## config.mk

```make
export PLATFORM = sky130hd
export DESIGN_NAME = digit_entry_buffer
export DESIGN_NICKNAME = d
export VERILOG_FILES = /design/src/rtl/digit_entry_buffer.sv
export SDC_FILE = /design/constraint.sdc
export NUM_CORES = 1
export LEC_CHECK = 0
export CORE_MARGIN = 2
export CORE_UTILIZATION = 35
export DETAILED_ROUTE_END_ITERATION = 8
export SLEW_MARGIN = 20
export SYNTH_ARGS = -nofsm -noshare
export SYNTH_HDL_FRONTEND = slang
export SYNTH_SLANG_ARGS = --single-unit
```

## constraint.sdc

```tcl
create_clock -name clk -period 4.7 [get_ports clk]
set_clock_uncertainty 0.05 [all_clocks]
set_input_delay 0.705 -clock clk [delete_from_list [all_inputs] [get_ports clk]]
set_output_delay 0.705 -clock clk [all_outputs]
set_load 0.01 [all_outputs]
```

## src/rtl/digit_entry_buffer.sv

```systemverilog
// digit_entry_buffer: ordered store of keypad code digits with
// backspace, soft clear and optional inactivity auto-clear.
//
// Ports:
//   clk            rising-edge clock
//   reset_switch_n synchronous active-low reset
//   clear          soft clear strobe
//   key_valid      key strobe, key_value qualified by it
//   key_value      digit from the keypad decoder
//   backspace      remove-last-digit strobe
//   digits         slot i at [i*DIGIT_W +: DIGIT_W], slot 0 oldest
//   count          digits currently held
//   full           count == NUM_DIGITS
//   entry_done     pulse when the last slot is filled
//   key_rejected   pulse when a key strobe was dropped
//   timeout        pulse when the idle auto-clear fired
module digit_entry_buffer #(
  parameter int NUM_DIGITS     = 6,
  parameter int DIGIT_W        = 4,
  parameter int MAX_KEY        = 9,
  parameter int TIMEOUT_CYCLES = 0
) (
  input  logic                            clk,
  input  logic                            reset_switch_n,
  input  logic                            clear,
  input  logic                            key_valid,
  input  logic [DIGIT_W-1:0]              key_value,
  input  logic                            backspace,
  output logic [NUM_DIGITS*DIGIT_W-1:0]   digits,
  output logic [$clog2(NUM_DIGITS+1)-1:0] count,
  output logic                            full,
  output logic                            entry_done,
  output logic                            key_rejected,
  output logic                            timeout
);

  localparam int CW = $clog2(NUM_DIGITS + 1);
  localparam int IW =
    (TIMEOUT_CYCLES > 2) ? $clog2(TIMEOUT_CYCLES) : 1;
  localparam int EXP_AT =
    (TIMEOUT_CYCLES > 2) ? TIMEOUT_CYCLES - 2 : 0;

  localparam logic [CW-1:0] CNT_MAX  = CW'(NUM_DIGITS);
  localparam logic [CW-1:0] CNT_LAST = CW'(NUM_DIGITS - 1);
  localparam logic [CW-1:0] CNT_ONE  = CW'(1);
  localparam logic [IW-1:0] IDLE_EXP = IW'(EXP_AT);
  localparam logic [IW-1:0] IDLE_ONE = IW'(1);
  localparam logic [31:0]   KEY_MAX  = 32'(MAX_KEY);

  typedef enum logic [1:0] {
    ST_IDLE,
    ST_ENTRY,
    ST_FULL
  } state_t;

  logic [DIGIT_W-1:0] r_slot [NUM_DIGITS];
  logic [CW-1:0]      r_count;
  logic [IW-1:0]      r_idle;
  logic               r_full;
  logic               r_done;
  logic               r_rej;
  logic               r_to;

  state_t             w_state;
  logic [31:0]        w_key_ext;
  logic               w_key_ok;
  logic               w_strobe;
  logic               w_expire;
  logic               w_do_clr;
  logic               w_do_to;
  logic               w_do_bs;
  logic               w_do_add;
  logic               w_do_rej;
  logic [IW-1:0]      w_idle_nxt;

  always_comb begin
    w_state = ST_ENTRY;
    unique case (1'b1)
      (r_count == '0):      w_state = ST_IDLE;
      (r_count == CNT_MAX): w_state = ST_FULL;
      default:              w_state = ST_ENTRY;
    endcase
  end

  assign w_key_ext = 32'(key_value);
  assign w_key_ok  = (w_key_ext <= KEY_MAX);
  assign w_strobe  = key_valid | backspace;

  // The idle counter holds EXP_AT during the quiet cycle whose
  // increment would land on TIMEOUT_CYCLES-1; that cycle wipes
  // the buffer, whatever strobes arrive alongside it.
  assign w_expire = (TIMEOUT_CYCLES > 0)
                  && (w_state != ST_IDLE)
                  && (r_idle == IDLE_EXP);

  // One-hot action select, highest priority first.
  assign w_do_clr = clear;
  assign w_do_to  = !clear && w_expire;
  assign w_do_bs  = !clear && !w_expire
                  && backspace
                  && (w_state != ST_IDLE);
  assign w_do_add = !clear && !w_expire
                  && !backspace
                  && key_valid
                  && w_key_ok
                  && (w_state != ST_FULL);

  // A key is dropped whenever it was not stored, unless a clear or
  // expiry swallowed the whole cycle.
  assign w_do_rej = !clear && !w_expire
                  && key_valid
                  && !w_do_add;

  always_comb begin
    w_idle_nxt = '0;
    if (TIMEOUT_CYCLES > 0) begin
      if (w_do_clr || w_do_to) begin
        w_idle_nxt = '0;
      end else if (w_state == ST_IDLE || w_strobe) begin
        w_idle_nxt = '0;
      end else begin
        w_idle_nxt = r_idle + IDLE_ONE;
      end
    end
  end

  always_ff @(posedge clk) begin
    if (!reset_switch_n) begin
      for (int i = 0; i < NUM_DIGITS; i++) begin
        r_slot[i] <= '0;
      end
      r_count <= '0;
      r_idle  <= '0;
      r_full  <= 1'b0;
      r_done  <= 1'b0;
      r_rej   <= 1'b0;
      r_to    <= 1'b0;
    end else begin
      r_done <= w_do_add && (r_count == CNT_LAST);
      r_rej  <= w_do_rej;
      r_to   <= w_do_to;
      r_idle <= w_idle_nxt;
      unique case (1'b1)
        w_do_clr, w_do_to: begin
          for (int i = 0; i < NUM_DIGITS; i++) begin
            r_slot[i] <= '0;
          end
          r_count <= '0;
          r_full  <= 1'b0;
        end
        w_do_bs: begin
          for (int i = 0; i < NUM_DIGITS; i++) begin
            if (i == int'(r_count) - 1) begin
              r_slot[i] <= '0;
            end
          end
          r_count <= r_count - CNT_ONE;
          r_full  <= 1'b0;
        end
        w_do_add: begin
          for (int i = 0; i < NUM_DIGITS; i++) begin
            if (i == int'(r_count)) begin
              r_slot[i] <= key_value;
            end
          end
          r_count <= r_count + CNT_ONE;
          r_full  <= (r_count == CNT_LAST);
        end
        default: begin
        end
      endcase
    end
  end

  always_comb begin
    digits = '0;
    for (int i = 0; i < NUM_DIGITS; i++) begin
      digits[i*DIGIT_W +: DIGIT_W] = r_slot[i];
    end
  end

  assign count        = r_count;
  assign full         = r_full;
  assign entry_done   = r_done;
  assign key_rejected = r_rej;
  assign timeout      = r_to;

endmodule

```

==> results.txt <==
RSZ-0062 raised after global routing: no
area delta synth->final: 34.4%
Yosys reg bits: 30
top cells by count, synth: 25 x and2_1, 24 x edfxtp_1, 11 x nor2_1
H-Tree Depth: 2
CTS max path bufs: 2
diodes inserted: 0
site row count: 23
clock buffer count from CTS: 5
Post-Syn Nets: 129
CTS root buf: clkbuf_8
Seq/Total Area, Yosys: 57.2%
die area: 4730 um2
PostCTS Resize Cnt: 0
Setup TNS Final: 0 ns
fin crit share: 59.1%
top cells by area, synth: edfxtp_1 49%, and2_1 11%, dfxtp_1 8.2%, nor4_4 4.3%, nor2_1 2.8%
proportion of layout cells with a drive suffix above 1: 11.8%
minimum clock period: 2.78 ns
CP Cell Sequence: clkdlybuf4s50_1, nor3b_4, and2_1, nand2_1, a21oi_1, ha_1, inv_1, a211oi_1, o2bb2ai_1, a22o_1
Combinational Power Share: 12.3%
final slew viol count: 0
Pint: 433 uW
Initial Util: 36.5%
DP HPWL: 2150 um
I/O Buffers: 38
core area: 4030 um2
Min-Delay Path Class: register to register
type of the worst setup path: primary input to register
initial antenna violation count: 0
MaxCap Viol Count: 0
largest net degree at the start of global routing: 15
Post-synth EDFFs: 24
GRT overflow: 0
CP delay by family, top: simple AND/OR/NAND/NOR gates
I/O pin cnt: 40
DR iter-0 viols: 58
Total GRT Usage: 13.8%
maximum clock rate: 360 MHz
required time worst endpoint: 4.88 ns
Routed Antenna Nets: 0
Syn Area/Cell: 12.3 um2
DR WL/cell: 13.5 um
Arr. time, crit path: 2.95 ns
via/cell ratio: 4.79
sequential share of power: 53.6%
switching share of power: 23.8%
TritonCTS clock tree: built
# DRC: 0
gp weighted congestion: 0.841
Synth area leader: edfxtp_1
clk sinks: 30
worst slew pin tran: 0.634 ns
worst path bufs/invs: 2
Max transition margin: 57.7%
final setup violation count: 0
critical path endpoint category: register
CP Max Fanout: 6
Clock Latency Late Sink: 0.28 ns
Final Hold Vio Count: 0
Worst path slowest cell: clkdlybuf4s50_1
height of the die: 68.8 um
DIE WIDTH: 68.8 um
fin nets: 170
Synth top area share: 49.1%
most common cell in the synthesized netlist: and2_1
Async SR Flop Fraction: 0%
Initial DRT Pass Iterations: 4
Max IR drop VDD: 0.111 mV
vias in the first global route: 998
post-CTS setup buffer count: 0
slowest stage delay, CP: 0.56 ns
Total Wirelength: 2840 um
global-route wire length before repair: 4600 um
Ys Warns: 0
WHS: 0.453 ns
Cell variety after synth: 36
Post-Synthesis Cells: 119
Switch Pwr: 135 uW
vias: 1011
Worst-path clk slew: 0.06 ns
PD cells: 287 nW/um2
CTS hold repair buffers: 0
ys flop type: edfxtp_1
synthesized area: 1470 um2
run status: finished, final reports clean
CP Launch Type: primary input
Clk network pwr share: 34.2%
LEAKAGE: 0.727 nW
layer usage:
| layer | GRT usage [%] | wire, um | up-vias |
|---|---|---|---|
| li1 | - | - | 503 |
| met1 | 16.0 | 1250 | 470 |
| met2 | 22.7 | 1330 | 32 |
| met3 | 5.19 | 206 | 6 |
| met4 | 6.13 | 49 | 0 |
| met5 | 0 | 0 | - |
placed cells by master (no fill, tap or decap), types with 2 or more instances in the layout:
cell,netlist,routed
and2_1,25,25
and3_1,2,2
clkbuf_8,0,5
clkdlybuf4s50_1,0,38
dfxtp_1,6,6
edfxtp_1,24,24
inv_1,6,6
nand2_1,8,8
nand3b_1,2,2
nor2_1,11,11
nor4_4,3,3
or3_1,4,4
metrics by stage:
stage	util, %	total power [mW]	setup WS, ns	instance area, um2	std cells
floorplan	-	0.342	2.44	1470	119
global placement	46.9	0.379	1.74	1890	203
detailed placement	46.9	0.380	1.66	1890	203
CTS	49.0	0.575	1.95	1970	211
global route	49.0	0.596	1.72	1970	211
finish	49.0	0.568	1.92	1970	211
state kept, by name, indices dropped and copies added, names as in the netlist:
register / flops
full: 1
count: 3
key_rejected: 1
entry_done: 1
r_slot: 24
final cells by class:
class                   instances  area, um2
well taps                      50       62.6
fillers                       381       2050
repair buffers                 38        380
flip-flops and latches         30        841
inverters                       6       22.5
multi-input cells              79        583
clock inverters                 3       16.3
clock buffers                   5       68.8
power by group through the flow:
stage,Combinational (mW),Sequential (mW),Clock (mW)
2_1_floorplan,0.0296,0.312,0
6_report,0.0696,0.304,0.194
3_5_place_dp,0.0702,0.310,0
5_1_grt,0.0762,0.305,0.214
3_3_place_gp,0.0695,0.310,0
4_1_cts,0.0705,0.304,0.200
logic make-up (layout without fill, tap and decap cells):
kind of cell    count (synthesis)  in the layout  share of synthesized area [%]
fa+ha+maj                       1              1                          0.852
mux                             2              2                           1.45
other cells                     1              1                          0.255
buf+inv                        10             52                           3.07
flops                          30             30                           57.2
simple gates                   63             63                           30.2
compound gates                 12             12                           6.99
final timing paths:
check / start / end / slack (ns) / cells past startpoint
setup reg to reg: count[0]$_SDFFE_PN0P_ / count[2]$_SDFFE_PN0P_ / 2.52 / 8
setup / recovery: backspace / count[2]$_SDFFE_PN0P_ / 1.92 / 10
hold reg to reg: full$_SDFFE_PN0P_ / full$_SDFFE_PN0P_ / 0.45 / 1
hold / removal: full$_SDFFE_PN0P_ / full$_SDFFE_PN0P_ / 0.45 / 1
No activity file was read; power rests on OpenSTA's default activity.
